### src/rtl/ysyx_23060061_lsu.sv
// Multi-cycle load/store unit: turns one core access into a word-aligned bus
// transaction with byte strobes and returns aligned, extended load data.
module ysyx_23060061_lsu #(
    parameter int TIMEOUT = 255
) (
    input  logic        clk,
    input  logic        rst,
    input  logic        req_valid,
    output logic        req_ready,
    input  logic [1:0]  MemRW,
    input  logic [2:0]  memExt,
    input  logic [3:0]  wmask,
    input  logic [31:0] addr,
    input  logic [31:0] wdata,
    output logic        resp_valid,
    output logic [31:0] resp_rdata,
    output logic        resp_err,
    output logic        bus_req_valid,
    input  logic        bus_req_ready,
    output logic        bus_we,
    output logic [31:0] bus_addr,
    output logic [31:0] bus_wdata,
    output logic [3:0]  bus_wstrb,
    input  logic        bus_resp_valid,
    input  logic [31:0] bus_rdata,
    input  logic        bus_resp_err
);

    localparam logic [1:0] IDLE = 2'd0;
    localparam logic [1:0] REQ  = 2'd1;
    localparam logic [1:0] WAIT = 2'd2;
    localparam logic [1:0] RESP = 2'd3;

    localparam logic [31:0] TIMEOUT_LAST = 32'(TIMEOUT - 1);

    logic [1:0]  state_reg, state_next;
    logic [1:0]  offset_reg;
    logic [2:0]  ext_reg;
    logic [31:0] tmo_cnt_reg;
    logic [31:0] rdata_reg;
    logic        err_reg;
    logic [31:0] bus_addr_reg, bus_wdata_reg;
    logic [3:0]  bus_wstrb_reg;
    logic        bus_we_reg;

    logic        is_half, is_word, misaligned, bypass_bus, timeout_hit;
    logic [7:0]  strb_wide;
    logic [31:0] wdata_shift, rd_shift, rd_ext;

    // Access size: stores take it from the strobe mask, loads from the extension code.
    always_comb begin
        is_half = 1'b0;
        is_word = 1'b0;
        if (MemRW == 2'b01) begin
            is_word = (wmask == 4'b1111);
            is_half = (wmask == 4'b0011);
        end else begin
            case (memExt)
                3'b001, 3'b011: ;
                3'b010, 3'b100: is_half = 1'b1;
                default:        is_word = 1'b1;
            endcase
        end
    end

    assign misaligned  = (is_half && addr[0]) || (is_word && (addr[1:0] != 2'b00));
    assign bypass_bus  = (MemRW == 2'b00) || (MemRW == 2'b11) || misaligned;
    assign strb_wide   = {4'b0000, wmask} << addr[1:0];
    assign wdata_shift = wdata << {addr[1:0], 3'b000};
    assign timeout_hit = (TIMEOUT != 0) && (tmo_cnt_reg == TIMEOUT_LAST);

    assign rd_shift = bus_rdata >> {offset_reg, 3'b000};

    always_comb begin
        case (ext_reg)
            3'b001:  rd_ext = {{24{rd_shift[7]}}, rd_shift[7:0]};
            3'b010:  rd_ext = {{16{rd_shift[15]}}, rd_shift[15:0]};
            3'b011:  rd_ext = {24'h000000, rd_shift[7:0]};
            3'b100:  rd_ext = {16'h0000, rd_shift[15:0]};
            default: rd_ext = rd_shift;
        endcase
    end

    always_comb begin
        state_next = state_reg;
        case (state_reg)
            IDLE: if (req_valid) state_next = bypass_bus ? RESP : REQ;
            REQ:  if (bus_req_ready) state_next = WAIT;
            WAIT: if (bus_resp_valid || timeout_hit) state_next = RESP;
            default: state_next = IDLE;
        endcase
    end

    always_ff @(posedge clk) begin
        if (rst) begin
            state_reg     <= IDLE;
            offset_reg    <= 2'b00;
            ext_reg       <= 3'b000;
            tmo_cnt_reg   <= 32'd0;
            rdata_reg     <= 32'd0;
            err_reg       <= 1'b0;
            bus_addr_reg  <= 32'd0;
            bus_wdata_reg <= 32'd0;
            bus_wstrb_reg <= 4'b0000;
            bus_we_reg    <= 1'b0;
        end else begin
            state_reg <= state_next;
            case (state_reg)
                IDLE: begin
                    if (req_valid) begin
                        offset_reg    <= addr[1:0];
                        ext_reg       <= memExt;
                        bus_addr_reg  <= {addr[31:2], 2'b00};
                        bus_we_reg    <= (MemRW == 2'b01);
                        bus_wdata_reg <= wdata_shift;
                        bus_wstrb_reg <= (MemRW == 2'b01) ? strb_wide[3:0] : 4'b0000;
                        err_reg       <= (MemRW == 2'b11) || ((MemRW != 2'b00) && misaligned);
                        rdata_reg     <= 32'd0;
                    end
                end
                REQ: begin
                    if (bus_req_ready) tmo_cnt_reg <= 32'd0;
                end
                WAIT: begin
                    if (bus_resp_valid) begin
                        err_reg   <= bus_resp_err;
                        rdata_reg <= (bus_resp_err || bus_we_reg) ? 32'd0 : rd_ext;
                    end else begin
                        tmo_cnt_reg <= tmo_cnt_reg + 32'd1;
                        if (timeout_hit) begin
                            err_reg   <= 1'b1;
                            rdata_reg <= 32'd0;
                        end
                    end
                end
                default: ;
            endcase
        end
    end

    assign req_ready     = (state_reg == IDLE);
    assign resp_valid    = (state_reg == RESP);
    assign resp_rdata    = rdata_reg;
    assign resp_err      = err_reg;
    assign bus_req_valid = (state_reg == REQ);
    assign bus_we        = bus_we_reg;
    assign bus_addr      = bus_addr_reg;
    assign bus_wdata     = bus_wdata_reg;
    assign bus_wstrb     = bus_wstrb_reg;

endmodule

### config.mk
export PLATFORM = sky130hd
export DESIGN_NAME = ysyx_23060061_lsu
export DESIGN_NICKNAME = d
export VERILOG_FILES = /design/src/rtl/ysyx_23060061_lsu.sv
export SDC_FILE = /design/constraint.sdc
export NUM_CORES = 1
export LEC_CHECK = 0
export BUFFER_PORTS_ARGS = -buffer_cell sky130_fd_sc_hd__buf_2
export CAP_MARGIN = 20
export CORE_ASPECT_RATIO = 1.2
export CORE_UTILIZATION = 29
export CTS_CLUSTER_DIAMETER = 40
export CTS_CLUSTER_SIZE = 16
export DETAILED_ROUTE_END_ITERATION = 16
export GPL_TIMING_DRIVEN = 0
export PLACE_DENSITY = 0.5
export SLEW_MARGIN = 10
export SYNTH_ARGS = -nofsm -noshare
export SYNTH_HDL_FRONTEND = slang
export SYNTH_SLANG_ARGS = --single-unit
### constraint.sdc
create_clock -name clk -period 2.31 [get_ports clk]
set_input_delay 0.462 -clock clk [delete_from_list [all_inputs] [get_ports clk]]
set_output_delay 0.462 -clock clk [all_outputs]
set_load 0.02 [all_outputs]
==> flow_metrics.tcl <==
set metrics [dict create \
    status "finished, violations left" \
    violations "DRC" \
    arrival_ns 2.51 \
    max_freq_ghz 0.452 \
    fp.dieH_um 165 \
    grtUsageTotal_pct 18.9 \
    cts_setup_buffers 0 \
    critical-path-max-stage-delay_ns 0.41 \
    drive_gt1_share_pct 29.1 \
    grt_pass1_vias 6024 \
    cp_num_buf_inv 1 \
    p_switching_mw 2.90 \
    die_area_sq_um 22900 \
    maxSlewHeadroom_pct 47.4 \
    clkTransAtPathRegs_ns 0.07 \
    fin_util_pct 39.1 \
    tns_ns 0 \
    avgSynthCellArea_sq_um 8.48 \
    hpwlAfterDp_um 16400 \
    cp_max_fo 10 \
    htree_num_levels 4 \
    cts_max_path_buffers 2 \
    cpLargestDelayFamily "compound AO/OA/AOI/OAI gates" \
    rows 59 \
    crit_chain "ha_1 > nor4b_2 > nand4_1 > o311a_4 > o21ba_2 > buf_2 > o2bb2ai_1" \
    synthFlopType "dfxtp_1" \
    core_sq_um 21800 \
    antenna_found_initial 1 \
    grt_max_degree 17 \
    critPathLaunchType "flop" \
    power_leakage_nw 3.62 \
    cellInternalPower_mw 4.95 \
    wl_per_cell_um 16.9 \
    ys_ff_latch 139 \
    syn_area_sq_um 6460 \
    ys_async_sr_fraction_pct 0 \
    start_util_pct 29.7 \
    fin_skew_ns 0.0123 \
    clock_latency_ns 0.43 \
    diodes 0 \
    ys_types 56 \
    cts_buffers 17 \
    hold_ws_ns 0.267 \
    wirelength_um 21700 \
    hp-class "in2reg" \
    cts_tree "done" \
    finalCritPeriodShare_pct 95.8 \
    comb_power_share_pct 29.7 \
    yosys_warnings 0 \
    io_pins 216 \
    rsz0062_at_grt "false" \
    layout_common_cells "buf_2, dfxtp_1, nand2_1, nor2_1, a21oi_1" \
    ant_nets 0 \
    pwr-share-clk_pct 35.0 \
    hp-start "addr[28]" \
    area_growth_pct 32.0 \
    clock-sinks 139 \
    portBuffers 210 \
    slew_violations 0 \
    postSynthCellCount 762 \
    die_w_um 138 \
    drt_drc_violations_left 16 \
    max_cap_violations 0 \
    criticalPathCategory "reg2reg" \
    root_buffer "clkbuf_16" \
    crit_required_ns 2.61 \
    layout_min_cycle_time_ns 2.21 \
    place_congestion 0.812 \
    tightest_slew_ns 0.789 \
    setup-violations-final 0 \
    num_vias 6256 \
    drt-pass1-iter-count 10 \
    critPathLaunch "tmo_cnt_reg[1]" \
    grt_overflow 0 \
    cp-end-kind "flop" \
    fin_nets 1114 \
    peakVddDrop_v 0.000518 \
    powerDensity_nw_per_um2 921 \
    hold_viol_final 0 \
    final_common_cell "buf_2" \
    slowest_stage "o311a_4" \
    synth_edf_count 0 \
    power_frac_seq_pct 35.3 \
    vias_per_cell 4.89 \
    reg2reg_from "tmo_cnt_reg[1]" \
    drt_iter0_drc 348 \
    netSwitchingFraction_pct 36.9 \
    yosysSeqAreaShare_pct 43.1 \
    grt_pass1_wl_um 33400 \
    cts-hold-fix-buffers 0 \
]
-- tightest hold or removal path: stages --
cell and delay [ns]:
buf_2 0.09, nand2_1 0.04, a21oi_1 0.05
-- path summary, 6_finish.rpt --
path	depth (start not counted)	slack, ns	endpoint
worst max-delay path	7	0.1	resp_rdata[15]
worst min-delay path	3	0.27	bus_addr[28]
worst max register to register	7	0.1	resp_rdata[15]
worst min register to register	2	0.45	bus_addr[22]
-- logic make-up after synthesis --
kind of cell    count (synthesis)  share of synthesized area (%)
other cells                     1                         0.0581
xor+xnor                       28                           3.80
fa+ha+maj                      10                           1.94
compound gates                188                           18.9
flops                         139                           43.1
buf+inv                        69                           4.36
simple gates                  276                           19.5
mux                            51                           8.39
-- layout make-up --
cell class | count | area [sq um]
repair buffers | 211 | 1060
plain buffers | 53 | 230
clock buffers | 17 | 425
clock inverters | 15 | 154
well taps | 274 | 343
fillers | 2293 | 13300
flip-flops and latches | 139 | 2790
multi-input cells | 555 | 3470
inverters | 16 | 60.1
-- metrics by stage --
stage                     instance area, sq um  std cells  worst slack, ns  power, mW
after global placement                    7860       1247           -0.261       5.10
after CTS                                 8470       1280           0.0146       7.89
after floorplan                           6460        763            0.199       4.28
after detailed placement                  7860       1248           -0.220       5.10
final                                     8520       1280           0.0964       7.85
after global routing                      8520       1280          0.00922       8.29
-- power by group through the flow --
stage	logic (mW)	clock network [mW]	registers, mW
2_1_floorplan	1.24	0	3.04
3_3_place_gp	2.29	0	2.81
3_5_place_dp	2.29	0	2.81
4_1_cts	2.31	2.82	2.76
5_1_grt	2.57	2.91	2.80
6_report	2.33	2.75	2.77
-- routing by layer --
layer	track usage (%)	vias up	wire, um
met5	0	-	0
met4	6.74	0	363
met3	5.74	26	1410
met2	32.4	185	10500
met1	22.3	2895	9430
li1	-	3150	-
-- cell usage after synthesis, types with 2 or more instances --
cell type | number | area, sq um
and3_1 | 2 | 12.5
a2bb2oi_1 | 3 | 26.3
a22o_1 | 9 | 78.8
xnor2_1 | 7 | 61.3
and2_1 | 3 | 18.8
nand2_1 | 115 | 432
a211oi_1 | 9 | 67.6
buf_4 | 2 | 15.0
a21oi_1 | 72 | 360
ha_1 | 10 | 125
o2bb2ai_1 | 24 | 210
nor4b_1 | 3 | 26.3
o211ai_1 | 8 | 60.1
or3_1 | 6 | 37.5
a211o_1 | 2 | 17.5
nor2b_1 | 6 | 37.5
mux2i_1 | 35 | 350
o21ai_0 | 30 | 150
buf_1 | 4 | 15.0
nor2_1 | 76 | 285
clkbuf_1 | 40 | 150
a22oi_1 | 16 | 120
inv_1 | 16 | 60.1
nand3_1 | 19 | 95.1
o41ai_1 | 2 | 17.5
xor2_1 | 21 | 184
nor3_1 | 16 | 80.1
nand2b_1 | 3 | 18.8
o31ai_1 | 2 | 15.0
dfxtp_1 | 139 | 2780
nor4_1 | 5 | 31.3
nand4_1 | 14 | 87.6
mux2_2 | 15 | 169
buf_2 | 6 | 30.0
-- repair_timing --
| item | 4_1_cts | 5_1_grt |
|---|---|---|
| resized for setup | 6 | 21 |
| pin swaps | 1 | 2 |
| endpoints found under the setup margin | 49 | 114 |
Note: power is estimated with default switching activity, not from simulation.
